[src/rtl/mem_arb_pkg.sv]
// Shared types for the fetch/data memory port arbiter: FSM states,
// bus owner encoding and the access-mode codes also used by data memory.
package mem_arb_pkg;

    typedef enum logic [1:0] {
        IDLE  = 2'd0,
        ISSUE = 2'd1,
        WAIT  = 2'd2,
        DONE  = 2'd3
    } state_e;

    typedef enum logic {
        OWN_IF  = 1'b0,
        OWN_MEM = 1'b1
    } owner_e;

    // Access size in bits [1:0], bit 2 set selects zero-extension on loads.
    localparam logic [2:0] AM_BYTE   = 3'b000;
    localparam logic [2:0] AM_HALF   = 3'b001;
    localparam logic [2:0] AM_WORD   = 3'b010;
    localparam logic [2:0] AM_BYTE_U = 3'b100;
    localparam logic [2:0] AM_HALF_U = 3'b101;

endpackage

[src/rtl/arb_pick.sv]
// Winner select between fetch and data requests.
// ARB_RR_EN defined: round-robin, the side not served last wins a collision.
// ARB_RR_EN undefined: fixed priority, data side always wins a collision.
module arb_pick
    import mem_arb_pkg::*;
(
`ifdef ARB_RR_EN
    input  logic   clk,
    input  logic   rst,
    input  logic   take,
`endif
    input  logic   req_if,
    input  logic   req_mem,
    output logic   gnt_valid,
    output owner_e gnt_owner
);

`ifdef ARB_RR_EN
    owner_e last_q;
    owner_e last_d;

    // Remember who was granted most recently; only a taken grant counts.
    always_comb begin
        last_d = last_q;
        if (take && gnt_valid) begin
            last_d = gnt_owner;
        end
    end

    // Last-served register; reset favours the data side on the first collision.
    always_ff @(posedge clk or negedge rst) begin
        if (!rst) begin
            last_q <= OWN_IF;
        end else begin
            last_q <= last_d;
        end
    end

    // Round-robin pick: a lone requester wins, a collision goes to the other side.
    always_comb begin
        gnt_valid = req_if | req_mem;
        gnt_owner = req_mem ? OWN_MEM : OWN_IF;
        if (req_if && req_mem) begin
            gnt_owner = (last_q == OWN_MEM) ? OWN_IF : OWN_MEM;
        end
    end
`else
    // Fixed pick: the older instruction (data side) wins a collision.
    always_comb begin
        gnt_valid = req_if | req_mem;
        gnt_owner = req_mem ? OWN_MEM : OWN_IF;
    end
`endif

endmodule

[src/rtl/mem_port_arbiter.sv]
// Single-ported memory bus shared by the fetch and data stages.
// One transaction in flight: IDLE -> ISSUE -> WAIT -> DONE -> IDLE.
// Arbitration mode selected by ARB_RR_EN (see arb_pick).
module mem_port_arbiter
    import mem_arb_pkg::*;
#(
    parameter int WIDTH = 32
) (
    input  logic             clk,
    input  logic             rst,
    input  logic             if_req,
    input  logic [WIDTH-1:0] if_addr,
    input  logic             if_kill,
    output logic [WIDTH-1:0] if_rdata,
    output logic             if_done,
    output logic             if_stall,
    input  logic             mem_req,
    input  logic             mem_we,
    input  logic [WIDTH-1:0] mem_addr,
    input  logic [WIDTH-1:0] mem_wdata,
    input  logic [2:0]       mem_addrmode,
    output logic [WIDTH-1:0] mem_rdata,
    output logic             mem_done,
    output logic             mem_stall,
    output logic             bus_req,
    output logic             bus_we,
    output logic [WIDTH-1:0] bus_addr,
    output logic [WIDTH-1:0] bus_wdata,
    output logic [2:0]       bus_addrmode,
    input  logic             bus_ready,
    input  logic             bus_rvalid,
    input  logic [WIDTH-1:0] bus_rdata
);

    state_e           state_q, state_d;
    owner_e           owner_q, owner_d;
    logic             kill_q, kill_d;
    logic             we_q, we_d;
    logic [2:0]       mode_q, mode_d;
    logic [WIDTH-1:0] addr_q, addr_d;
    logic [WIDTH-1:0] wdata_q, wdata_d;
    logic [WIDTH-1:0] rdata_q, rdata_d;

    logic             gnt_valid;
    owner_e           gnt_owner;

    // A flushed fetch is not eligible for a grant in the same cycle.
    arb_pick u_pick (
`ifdef ARB_RR_EN
        .clk       (clk),
        .rst       (rst),
        .take      (state_q == IDLE),
`endif
        .req_if    (if_req & ~if_kill),
        .req_mem   (mem_req),
        .gnt_valid (gnt_valid),
        .gnt_owner (gnt_owner)
    );

    // Next-state and command latching; bus_rvalid only matters in WAIT.
    always_comb begin
        state_d = state_q;
        owner_d = owner_q;
        kill_d  = kill_q;
        we_d    = we_q;
        mode_d  = mode_q;
        addr_d  = addr_q;
        wdata_d = wdata_q;
        rdata_d = rdata_q;

        case (state_q)
            IDLE: begin
                if (gnt_valid) begin
                    state_d = ISSUE;
                    owner_d = gnt_owner;
                    kill_d  = 1'b0;
                    if (gnt_owner == OWN_MEM) begin
                        addr_d  = mem_addr;
                        wdata_d = mem_wdata;
                        we_d    = mem_we;
                        mode_d  = mem_addrmode;
                    end else begin
                        addr_d  = if_addr;
                        wdata_d = '0;
                        we_d    = 1'b0;
                        mode_d  = AM_WORD;
                    end
                end
            end
            ISSUE: begin
                if (bus_ready) begin
                    state_d = WAIT;
                end
            end
            WAIT: begin
                if (bus_rvalid) begin
                    rdata_d = bus_rdata;
                    state_d = DONE;
                end
            end
            DONE: begin
                state_d = IDLE;
            end
            default: begin
                state_d = IDLE;
            end
        endcase

        // A flush lets the bus transaction finish but swallows its done pulse.
        if ((state_q != IDLE) && (owner_q == OWN_IF) && if_kill) begin
            kill_d = 1'b1;
        end
    end

    // State and command registers; reset abandons any bus response in flight.
    always_ff @(posedge clk or negedge rst) begin
        if (!rst) begin
            state_q <= IDLE;
            owner_q <= OWN_IF;
            kill_q  <= 1'b0;
            we_q    <= 1'b0;
            mode_q  <= '0;
            addr_q  <= '0;
            wdata_q <= '0;
            rdata_q <= '0;
        end else begin
            state_q <= state_d;
            owner_q <= owner_d;
            kill_q  <= kill_d;
            we_q    <= we_d;
            mode_q  <= mode_d;
            addr_q  <= addr_d;
            wdata_q <= wdata_d;
            rdata_q <= rdata_d;
        end
    end

    assign bus_req      = (state_q == ISSUE);
    assign bus_we       = we_q;
    assign bus_addr     = addr_q;
    assign bus_wdata    = wdata_q;
    assign bus_addrmode = mode_q;

    // A flush arriving in the DONE cycle itself also suppresses the pulse.
    assign if_done  = (state_q == DONE) && (owner_q == OWN_IF) && !kill_q && !if_kill;
    assign mem_done = (state_q == DONE) && (owner_q == OWN_MEM);

    assign if_rdata  = rdata_q;
    assign mem_rdata = rdata_q;

    assign if_stall  = if_req & ~if_done;
    assign mem_stall = mem_req & ~mem_done;

endmodule

[config.mk]
export PLATFORM = sky130hd
export DESIGN_NAME = mem_port_arbiter
export DESIGN_NICKNAME = d
export VERILOG_FILES = /design/src/rtl/mem_arb_pkg.sv /design/src/rtl/arb_pick.sv /design/src/rtl/mem_port_arbiter.sv
export SDC_FILE = /design/constraint.sdc
export NUM_CORES = 1
export LEC_CHECK = 0
export CAP_MARGIN = 20
export CELL_PAD_IN_SITES_DETAIL_PLACEMENT = 0
export CELL_PAD_IN_SITES_GLOBAL_PLACEMENT = 1
export CORE_ASPECT_RATIO = 0.7
export CORE_UTILIZATION = 30
export CTS_BUF_LIST = sky130_fd_sc_hd__clkbuf_4
export DETAILED_ROUTE_END_ITERATION = 6
export HOLD_SLACK_MARGIN = 0.1
export PLACE_DENSITY_LB_ADDON = 0.1
export SLEW_MARGIN = 5
export SYNTH_ARGS = -nofsm -noshare
export SYNTH_HDL_FRONTEND = slang
export SYNTH_SLANG_ARGS = --single-unit
export TNS_END_PERCENT = 20
[constraint.sdc]
create_clock -name clk -period 2 [get_ports clk]
set_input_delay 0.3 -clock clk [delete_from_list [all_inputs] [get_ports clk]]
set_output_delay 0.3 -clock clk [all_outputs]
set_load 0.03 [all_outputs]
# Word-level counts from Yosys, hierarchy flattened
# Index checks and enable logic that the tools add are counted.
# totals
reg_bits,104
inputBits,139
output_inout_bits,137
elab_cells,50
# classes
eq_ne,6
mux,12
bitwise_logic,8
reduce_logical,16
# ops
operator,n
$mux 32,2
$pmux 2 s4,1
$logic_and 1x1->1,6
$mux 2,3
$reduce_and 2->1,3
$reduce_bool 2->1,3
$mux 1,5
$eq 2x2->1 const B,2
$ne 2x2->1 const B,2
$not 1->1,4
$and 1x1->1,3
$mux 3,1
$reduce_and 3->1,1
$eq 2x1->1 const B,1
$logic_not 1->1,2
$logic_not 2->1,1
$ne 2x1->1 const B,1
$or 1x1->1,1

# Longest topological paths before layout
# Gate-level depths: netlist of run 1.
# depth
ltp_word,6
depth_mapped,6
depth_no_buf,5

# By module
# A second synthesis of run 1 with hierarchy kept.
# hier_totals
cells_unflattened,426
area_unflattened_um2,4730.8
# modules_own_cells
module,instances,cells_per_inst,area_per_inst_um2,seq_area_each_um2
mem_port_arbiter,1,424,4717.0,2602.5
arb_pick,1,2,13.8,0.0

# Least setup slack after synthesis of run 1
# Ideal clock, no wire load.
# synth_path
path_kind,reg-to-output
start,reg state_q[1]
end,out if_stall
arrival_ns,2.003
required_time_ns,1.700
slack_ns,-0.303
stages_incl_launch_ff,4
path_buffers,0
cell_sequence,dfrtp_1 -> ha_1 -> nor4b_1 -> nor2b_1
# synth_via
elab_chain_len,6
# synth_lines
element,line,rtl
start: declaration,mem_port_arbiter.sv:35,"state_e state_q, state_d;"
start signal: assignment,mem_port_arbiter.sv:127,state_q <= state_d;
$eq 2x2->1,mem_port_arbiter.sv:145,assign if_done = (state_q == DONE) && (owner_q == OWN_IF) && !kill_q && !if_kill;
$logic_and 1x1->1 (3 in a row),mem_port_arbiter.sv:145,
via if_done,mem_port_arbiter.sv:15,"output logic if_done,"
$not 1->1,mem_port_arbiter.sv:151,assign if_stall = if_req & ~if_done;
$and 1x1->1,mem_port_arbiter.sv:151,
end: declaration,mem_port_arbiter.sv:16,"output logic if_stall,"
# The timed path passes the listed nets, and every way through them passes these cells.

# Worst setup path after layout of run 1
# layout_path
start,reg state_q[1]
end,out if_done
# layout_via
elab_chain_len,4
# layout_lines
element,line
$eq 2x2->1,mem_port_arbiter.sv:145
$logic_and 1x1->1 (3 in a row),mem_port_arbiter.sv:145
end: declaration,mem_port_arbiter.sv:15
# No other way between the ends.

==> reports/summary.txt, run 1 <==
pre-CTS setup slack: -6.33 ps
Setup Skew: 27.2 ps
Post-synth ARST share: 1.00
Overflow after GRT: 0
most common cell in the netlist: dfrtp_1
post-synthesis register bit count: 104
Multi-input gate area: 1770 sq um
GRT Total Usage: 0.163
Synth Net Count: 531
DRC marker count from the first detailed-route iteration: 69
DRT Pass-1 Iters: 4
Synth cell types: 26
reg2reg path depth: 6
setup bufs post-CTS: 0
register area share after synthesis: 0.529
Mapped Cells: 387
Detail Placement HPWL: 10200 um
pin count of the biggest net entering global routing: 105
H-tree depth: 3
final wirelength: 13700 um
Max Clk Rate: 538 MHz
maximum VDD drop: 0.732 mV
antenna violations before repair: 0
Clk network pwr share: 0.075
cell taking the most area after synthesis: dfrtp_1
clock sink count: 104
Root Driver: clkbuf_4
worst setup margin: 142 ps
later-pin clock latency in the skew report: 440 ps
Core ar.: 15700 sq um
Post-synth top cells: dfrtp_1, mux2_2, inv_1
Critical Path RT: 1700 ps
hold violation count in the final report: 0
clk slew on worst S/H paths: 170 ps
die width: 155 um
ratio of cells with drive above 1 in the final layout: 0.214
startpoint types: flip-flop
Cell Area, Synth: 4920 sq um
Final Core Density: 0.499
vias in the first global route: 3855
Die Y: 109 um
sw power: 0.00577 W
IO Pins: 276
crit end category: output port
final instance area: 7850 sq um
Synth area leaders: dfrtp_1, mux2_2, mux2_4
Crit Path Max Fanout: 4
Ys Warns: 0
leak pwr: 3.30 nW
CTS tree: done
Slew headroom: 0.615
Reg power frac: 0.293
commonest register cell after synthesis: dfrtp_1
combinational share of power: 0.632
Max-Cap Viols: 0
first-pass GRT wire length: 21100 um
flip-flop and latch area: 2600 sq um
wire per inst: 16.0 um
synth-to-layout area growth: 59.5%
I/O Buffers: 275
via count: 3705
Worst Max-Slew Pin Slew: 578 ps
Clock Path Buffers: 2
EDFF count, synth: 0
status: complete, no violations
minimum clock period: 1860 ps
Final #Nets: 776
Routed Antenna Nets: 0
setup TNS: 0 ps
DR vias/cell: 4.33
final setup fails: 0
Worst Hold Class: in2async
Sw Share: 0.443
Residual DRC: 0
Cell Area, Placed: 7730 sq um
final antenna diode count: 0
row count: 38
internal power: 0.00726 W
CTS Buf Count: 9
die footprint: 16900 sq um
final RePlAce weighted congestion: 0.754
pwr dens: 1660 nW/um^2
fill cell count: 1397
final slew viol count: 0
syn_area_per_cell: 12.7 sq um
unrepaired setup endpoints after global routing: no
Crit Path Category: reg2out
Yosys top cell area share: 0.529
Critical Path AT: 1560 ps
fin crit share: 0.929
starting density of the core: 0.313
-- sequential cells by signal, summed over array words and instances (netlist names) --
register      flops
kill_q            1
bus_wdata        32
if_rdata         32
bus_we            1
state_q           2
bus_addr         32
owner_q           1
bus_addrmode      3
-- metal layers --
metal,wire length [um],vias up,GRT usage
met5,0,-,0
met4,67,0,0.0339
met3,1300,5,0.0648
met2,6410,148,0.271
met1,5940,1796,0.201
li1,-,1756,-
-- worst paths after layout --
| kind | start | endpoint | slack, ps |
|---|---|---|---|
| min | rst | bus_wdata[24] | 410 |
| max in group asynchronous | rst | bus_addr[10] | 1100 |
| max | state_q[1] | if_done | 140 |
| min in group clk | mem_wdata[26] | bus_wdata[26] | 410 |
| max reg2reg | state_q[0] | state_q[1] | 290 |
| min reg2reg | bus_addrmode[1] | bus_addrmode[1] | 510 |
-- power groups by stage --
stage	Clock (W)	Combinational, W	Sequential (W)
floorplan	0	0.00324	0.00576
global placement	0	0.00826	0.00385
detailed placement	0	0.00832	0.00387
CTS	0.00105	0.00833	0.00383
global route	0.00113	0.00868	0.00397
finish	0.000972	0.00824	0.00382
-- through the flow --
stage               hold slack [ps]  cells  total power [W]
finish                          410    856           0.0130
floorplan                      4.41    387          0.00900
CTS                             364    856           0.0132
detailed placement              420    840           0.0122
global placement                417    840           0.0121
global route                    367    856           0.0138
-- kinds of logic (layout without fill, tap and decap cells) --
group / after synthesis / after routing / share of synthesized area
and+or+nand+nor: 45 / 45 / 0.0481
DFF: 104 / 104 / 0.529
buffers and inverters: 95 / 344 / 0.116
adders and majority gates: 5 / 5 / 0.0127
muxes: 99 / 99 / 0.251
AOI/OAI and AO/OA: 39 / 39 / 0.0427
-- placed cells by master (no fill, tap or decap), types with 2 or more instances in the layout --
cell / synthesis / routed
clkinvlp_4: 0 / 2
buf_4: 35 / 8
dfrtp_1: 104 / 104
nand2b_1: 2 / 2
buf_2: 9 / 2
clkbuf_4: 0 / 11
inv_1: 40 / 40
nand3_1: 35 / 35
ha_1: 5 / 5
nor2b_1: 3 / 2
buf_12: 3 / 8
clkbuf_2: 1 / 2
clkdlybuf4s50_1: 0 / 268
clkinv_4: 0 / 2
mux2_4: 33 / 33
mux2_2: 64 / 64
o21ai_0: 35 / 35
-- final cells by class --
class | count | area share
repair buffers | 289 | 0.374
flip-flops and latches | 104 | 0.332
multi-input cells | 188 | 0.226
well taps | 220 | 0.0351
inverters | 40 | 0.0191
clock buffers | 11 | 0.0105
clock inverters | 4 | 0.00415
-- critical path, stage by stage, from the launching register on --
cell and delay (ps):
dfrtp_1 420, ha_1 200, nor4b_4 220, buf_4 140
buf_4 140
-- timing repair --
action,CTS,global route
endpoints found under the setup margin,3,4
hold buffers,1,0
endpoints found under the hold margin,104,0
resized for setup,8,5
No activity file was read; power rests on OpenSTA's default activity.
==> inputs of run 2 (changes only) <==
--- a/config.mk
+++ b/config.mk
@@ -5,17 +5,20 @@
 export SDC_FILE = /design/constraint.sdc
 export NUM_CORES = 1
 export LEC_CHECK = 0
+export ABC_CLOCK_PERIOD_IN_PS = 2000
 export CAP_MARGIN = 20
 export CELL_PAD_IN_SITES_DETAIL_PLACEMENT = 0
 export CELL_PAD_IN_SITES_GLOBAL_PLACEMENT = 1
 export CORE_ASPECT_RATIO = 0.7
-export CORE_UTILIZATION = 30
+export CORE_UTILIZATION = 28
 export CTS_BUF_LIST = sky130_fd_sc_hd__clkbuf_4
 export DETAILED_ROUTE_END_ITERATION = 6
 export HOLD_SLACK_MARGIN = 0.1
 export PLACE_DENSITY_LB_ADDON = 0.1
+export SKIP_CTS_REPAIR_TIMING = 1
 export SLEW_MARGIN = 5
 export SYNTH_ARGS = -nofsm -noshare
 export SYNTH_HDL_FRONTEND = slang
+export SYNTH_HIERARCHICAL = 1
 export SYNTH_SLANG_ARGS = --single-unit
 export TNS_END_PERCENT = 20
==> run 2 against run 1 <==
  * Non-clock buffer count is 1 lower
  * Synthesized cell count rose by 10%
  * First-iteration DRC count up 110%
  * Design area fell by 1.8%
  * Combinational power decreased by 6.1%
  * Power decreased by 2.7%
  * Clock power is 24% higher
  * Global-route usage is 0.57 points lower
  * Critical path type unchanged
  * Wire length decreased by 3.5%
  * Utilization shrank 2.9 points
  * Maximum frequency down 0.49%
  * Sequential power shrank 2%
==> reports/summary.txt, run 2 <==
status: complete, no violations
Critical Path AT: 1570 ps
die footprint: 17400 sq um
grt peak-use layer: met2
Detail Placement HPWL: 9820 um
Post-synth ARST share: 1.00
Multi-input gate area: 1740 sq um
Final #Nets: 811
Mapped Cells: 426
die width: 157 um
minimum clock period: 1870 ps
GR Util met1: 0.195
Core ar.: 16400 sq um
startpoint types: flip-flop
flip-flop and latch area: 2600 sq um
final wirelength: 13200 um
Cell Area, Synth: 4730 sq um
Root Driver: clkbuf_4
Cell Area, Placed: 7520 sq um
Max-Cap Viols: 0
final antenna diode count: 0
most frequent cells in the layout: clkdlybuf4s50_1, nand2_1, dfrtp_1
starting density of the core: 0.289
power after layout: 0.0127 W
fill cell count: 1564
Ys Warns: 6
CP max stage delay: 720 ps
commonest non-fill, non-tap cell in the layout: clkdlybuf4s50_1
Worst Max-Slew Pin Slew: 538 ps
Setup Skew: 9.54 ps
antenna violations before repair: 0
EDFF count, synth: 0
Max Clk Rate: 536 MHz
DRC marker count from the first detailed-route iteration: 146
row count: 39
synth-to-layout area growth: 62.9%
Crit Path Category: reg2out
crit-path cells: clkdlybuf4s50_1
met2 GRT Util: 0.249
unrepaired setup endpoints after global routing: yes
H-tree depth: 3
Yosys top cell area share: 0.550
Die Y: 111 um
Worst path top cell family by delay: buffers and inverters
post-synthesis register bit count: 104
Worst Hold Class: in2reg
GRT Total Usage: 0.157
I/O Buffers: 275
final RePlAce weighted congestion: 0.700
final slew viol count: 0
Clock Path Buffers: 2
maximum VDD drop: 0.939 mV
commonest register cell after synthesis: dfrtp_1
ratio of cells with drive above 1 in the final layout: 0.103
DRT Pass-1 Iters: 4
Final Core Density: 0.470
later-pin clock latency in the skew report: 450 ps
Slew headroom: 0.642
Synth cell types: 26
final hold slack: 217 ps
final instance area: 7710 sq um
Post-synth top cells: nand2_1, dfrtp_1, buf_4
met3 GRT Util: 0.0684
Synth Net Count: 570
register area share after synthesis: 0.550
DR vias/cell: 4.22
via count: 3780
first-pass GRT wire length: 21100 um
Critical Path RT: 1700 ps
CTS Buf Count: 9
cell taking the most area after synthesis: dfrtp_1
Synth area leaders: dfrtp_1, mux2_4, nand2_1
clk slew on worst S/H paths: 150 ps
most common cell in the netlist: nand2_1
wire per inst: 14.8 um
Crit Path Max Fanout: 2
Routed Antenna Nets: 0
leak pwr: 3.58 nW
pwr dens: 1650 nW/um^2
setup TNS: 0 ps
Overflow after GRT: 0
clock sink count: 104
Buf/Inv on CP: 1
Residual DRC: 0
hold violation count in the final report: 0
vias in the first global route: 3921
syn_area_per_cell: 11.1 sq um
pin count of the biggest net entering global routing: 71
crit end category: output port
Worst path slowest cell: clkdlybuf4s50_1
IO Pins: 276
final setup fails: 0
fin crit share: 0.933
CTS tree: done
run 2: cell count changes after synthesis, sizes merged, moves of 3 or more:
cell   before  now
mux2       98   33
o21ai      35   32
mux2i       1   32
nand2       1  107
inv        40    5
run 2: final cells by class:
type                    instances  share of cell area
well taps                     225              0.0365
flip-flops and latches        104               0.338
clock inverters                 5              0.0106
multi-input cells             259               0.225
inverters                       5             0.00244
clock buffers                  10             0.00974
repair buffers                288               0.378
run 2: cells by family after synthesis:
logic type               share of synthesized area
AND/OR/NAND/NOR                              0.137
flip-flops                                   0.550
multiplexers                                 0.170
buffers and inverters                       0.0883
AO/OA/AOI/OAI                               0.0415
adder cells (fa/ha/maj)                     0.0132
run 2: layer usage:
| metal | part of all wire | vias to the layer above |
|---|---|---|
| met5 | 0 | - |
| met4 | 0.0097 | 0 |
| met3 | 0.10 | 9 |
| met2 | 0.46 | 154 |
| met1 | 0.43 | 1763 |
| li1 | - | 1854 |
run 2: stage by stage:
step	worst slack [ps]	instances
3_5_place_dp	-16.7	880
4_1_cts	-457	895
5_1_grt	-15.4	896
3_3_place_gp	7.72	880
2_1_floorplan	226	426
6_report	133	896
run 2: power breakdown:
part | total (W) | internal [W] | leakage, nW | switching [W]
Combinational | 0.00774 | 0.00344 | 2.21 | 0.00430
Sequential | 0.00374 | 0.00309 | 1.29 | 0.000651
Clock | 0.00121 | 0.000518 | 0.0829 | 0.000695
Total | 0.0127 | 0.00704 | 3.58 | 0.00564
run 2: worst paths after layout:
kind,start,endpoint,slack (ps),cells after the start
max in group asynchronous,rst,bus_wdata[12],950,3
hold / removal,mem_req,kill_q,220,3
hold reg to reg,bus_wdata[11],bus_wdata[11],480,2
setup reg to reg,state_q[0],if_rdata[31],390,5
setup / recovery,bus_addr[2],bus_addr[2],130,1
min in group asynchronous,rst,bus_wdata[10],350,2
==> inputs of run 3 (changes only) <==
--- a/config.mk
+++ b/config.mk
@@ -6,15 +6,16 @@
 export NUM_CORES = 1
 export LEC_CHECK = 0
 export ABC_CLOCK_PERIOD_IN_PS = 2000
-export CAP_MARGIN = 20
+export CAP_MARGIN = 15
 export CELL_PAD_IN_SITES_DETAIL_PLACEMENT = 0
 export CELL_PAD_IN_SITES_GLOBAL_PLACEMENT = 1
 export CORE_ASPECT_RATIO = 0.7
 export CORE_UTILIZATION = 28
 export CTS_BUF_LIST = sky130_fd_sc_hd__clkbuf_4
 export DETAILED_ROUTE_END_ITERATION = 6
+export GPL_TIMING_DRIVEN = 0
 export HOLD_SLACK_MARGIN = 0.1
-export PLACE_DENSITY_LB_ADDON = 0.1
+export PLACE_DENSITY = 0.86
 export SKIP_CTS_REPAIR_TIMING = 1
 export SLEW_MARGIN = 5
 export SYNTH_ARGS = -nofsm -noshare
==> run 3 against run 2 <==
  * Setup slack worse by 55 ps
  * Non-clock buffer count up 47
  * Clock skew increased by 12 ps
  * Maximum frequency is 2.9% lower
  * Sequential power is essentially flat
  * Critical endpoint is now mem_rdata[20]
==> reports/summary.txt, run 3 (synthesis gave the netlist of run 2 again) <==
status: complete, no violations
Critical Path AT: 1620 ps
GRT Total Usage: 0.170
Worst R2R End: bus_addr[28]
Die Y: 111 um
Crit Path Max Fanout: 3
Max-Cap Viols: 0
Cell Area, Placed: 7800 sq um
via count: 4095
CTS Buf Count: 9
first-pass GRT wire length: 22800 um
minimum clock period: 1920 ps
reg2reg path depth: 5
leak pwr: 3.83 nW
fin crit share: 0.961
later-pin clock latency in the skew report: 460 ps
CTS tree: done
reg2reg start: state_q[0]
final instance area: 7890 sq um
CP Launch Point: if_rdata[20]
pwr dens: 1640 nW/um^2
clock sink count: 104
Detail Placement HPWL: 11700 um
I/O Buffers: 275
grt peak-use layer: met2
placed insts: 927
Critical Path RT: 1700 ps
reg-to-reg slack, setup: 200 ps
hold violation count in the final report: 0
vias in the first global route: 4149
CP endpoint: mem_rdata[20]
startpoint types: flip-flop
DRC marker count from the first detailed-route iteration: 188
CP max stage delay: 660 ps
final setup fails: 0
unrepaired setup endpoints after global routing: no
maximum VDD drop: 0.822 mV
crit-path cells: buf_4 > clkdlybuf4s50_1
synth-to-layout area growth: 66.7%
ratio of cells with drive above 1 in the final layout: 0.188
Overflow after GRT: 0
pin count of the biggest net entering global routing: 62
Setup Skew: 21.3 ps
Slew headroom: 0.589
H-tree depth: 3
final RePlAce weighted congestion: 0.786
crit end category: output port
Crit Path Category: reg2out
wire per inst: 15.6 um
DRT Pass-1 Iters: 4
IO Pins: 276
Max Clk Rate: 520 MHz
met2 GRT Util: 0.295
final slew viol count: 0
row count: 39
starting density of the core: 0.289
Worst Hold Class: in2async
die width: 157 um
Worst Max-Slew Pin Slew: 616 ps
Core ar.: 16400 sq um
final antenna diode count: 0
Worst path slowest cell: clkdlybuf4s50_1
Final #Nets: 858
met3 GRT Util: 0.0543
Residual DRC: 0
final non-filler cell total: 944
Clock Path Buffers: 2
most frequent cells in the layout: clkdlybuf4s50_1, nand2_1, dfrtp_1
DR vias/cell: 4.34
clk slew on worst S/H paths: 180 ps
die footprint: 17400 sq um
Routed Antenna Nets: 0
Final Core Density: 0.481
Root Driver: clkbuf_4
fill cell count: 1532
GR Util met1: 0.207
final wirelength: 14800 um
antenna violations before repair: 0
commonest non-fill, non-tap cell in the layout: clkdlybuf4s50_1
-- run 3: metal layers --
| metal | vias to the layer above | share of wire |
|---|---|---|
| met5 | - | 0 |
| met1 | 1963 | 0.41 |
| met2 | 174 | 0.49 |
| met3 | 7 | 0.088 |
| li1 | 1951 | - |
| met4 | 0 | 0.0061 |
-- run 3: layout make-up --
| cell class | instances | area [sq um] | share of cell area |
|---|---|---|---|
| sequential | 104 | 2600 | 0.330 |
| multi-input combinational | 259 | 1730 | 0.219 |
| clock inverter | 7 | 55.1 | 0.00698 |
| timing repair buffer | 277 | 2740 | 0.347 |
| clock buffer | 9 | 67.6 | 0.00857 |
| buffer | 58 | 402 | 0.0509 |
| tap | 225 | 282 | 0.0357 |
| inverter | 5 | 18.8 | 0.00238 |
-- run 3: per-stage QoR --
| stage | setup slack [ps] | power [W] | setup TNS [ps] | hold WS (ps) |
|---|---|---|---|---|
| 2_1_floorplan | 226 | 0.00857 | 0 | 4.41 |
| 3_3_place_gp | -3320 | 0.0120 | -352330 | 452 |
| 3_5_place_dp | -320 | 0.0122 | -11120 | 353 |
| 4_1_cts | -449 | 0.0132 | -2060 | -206 |
| 5_1_grt | 0.324 | 0.0137 | 0 | 322 |
| 6_report | 78.0 | 0.0130 | 0 | 368 |
-- run 3: power by group --
part           total (W)  internal [W]  switching [W]
Sequential       0.00377       0.00309       0.000687
Clock            0.00105      0.000272       0.000776
Combinational    0.00814       0.00368        0.00446
Total             0.0130       0.00704        0.00593
-- run 3: critical path, delay by kind of cell, from the launching register on --
kind / cells / cell delay (ps)
flops: 1 / 410
buf+inv: 2 / 770
-- run 3: how the worst min path moves through the flow --
stage / startpoint / end / slack, ps / cells after the start
finish: rst / bus_wdata[5] / 370 / 2
global route: mem_addrmode[2] / bus_addrmode[2] / 320 / 3
CTS: rst / bus_wdata[5] / -210 / 1
detailed placement: rst / bus_wdata[5] / 350 / 1
global placement: bus_wdata[17] / bus_wdata[17] / 450 / 2
floorplan: rst / bus_addr[0] / 4 / 0
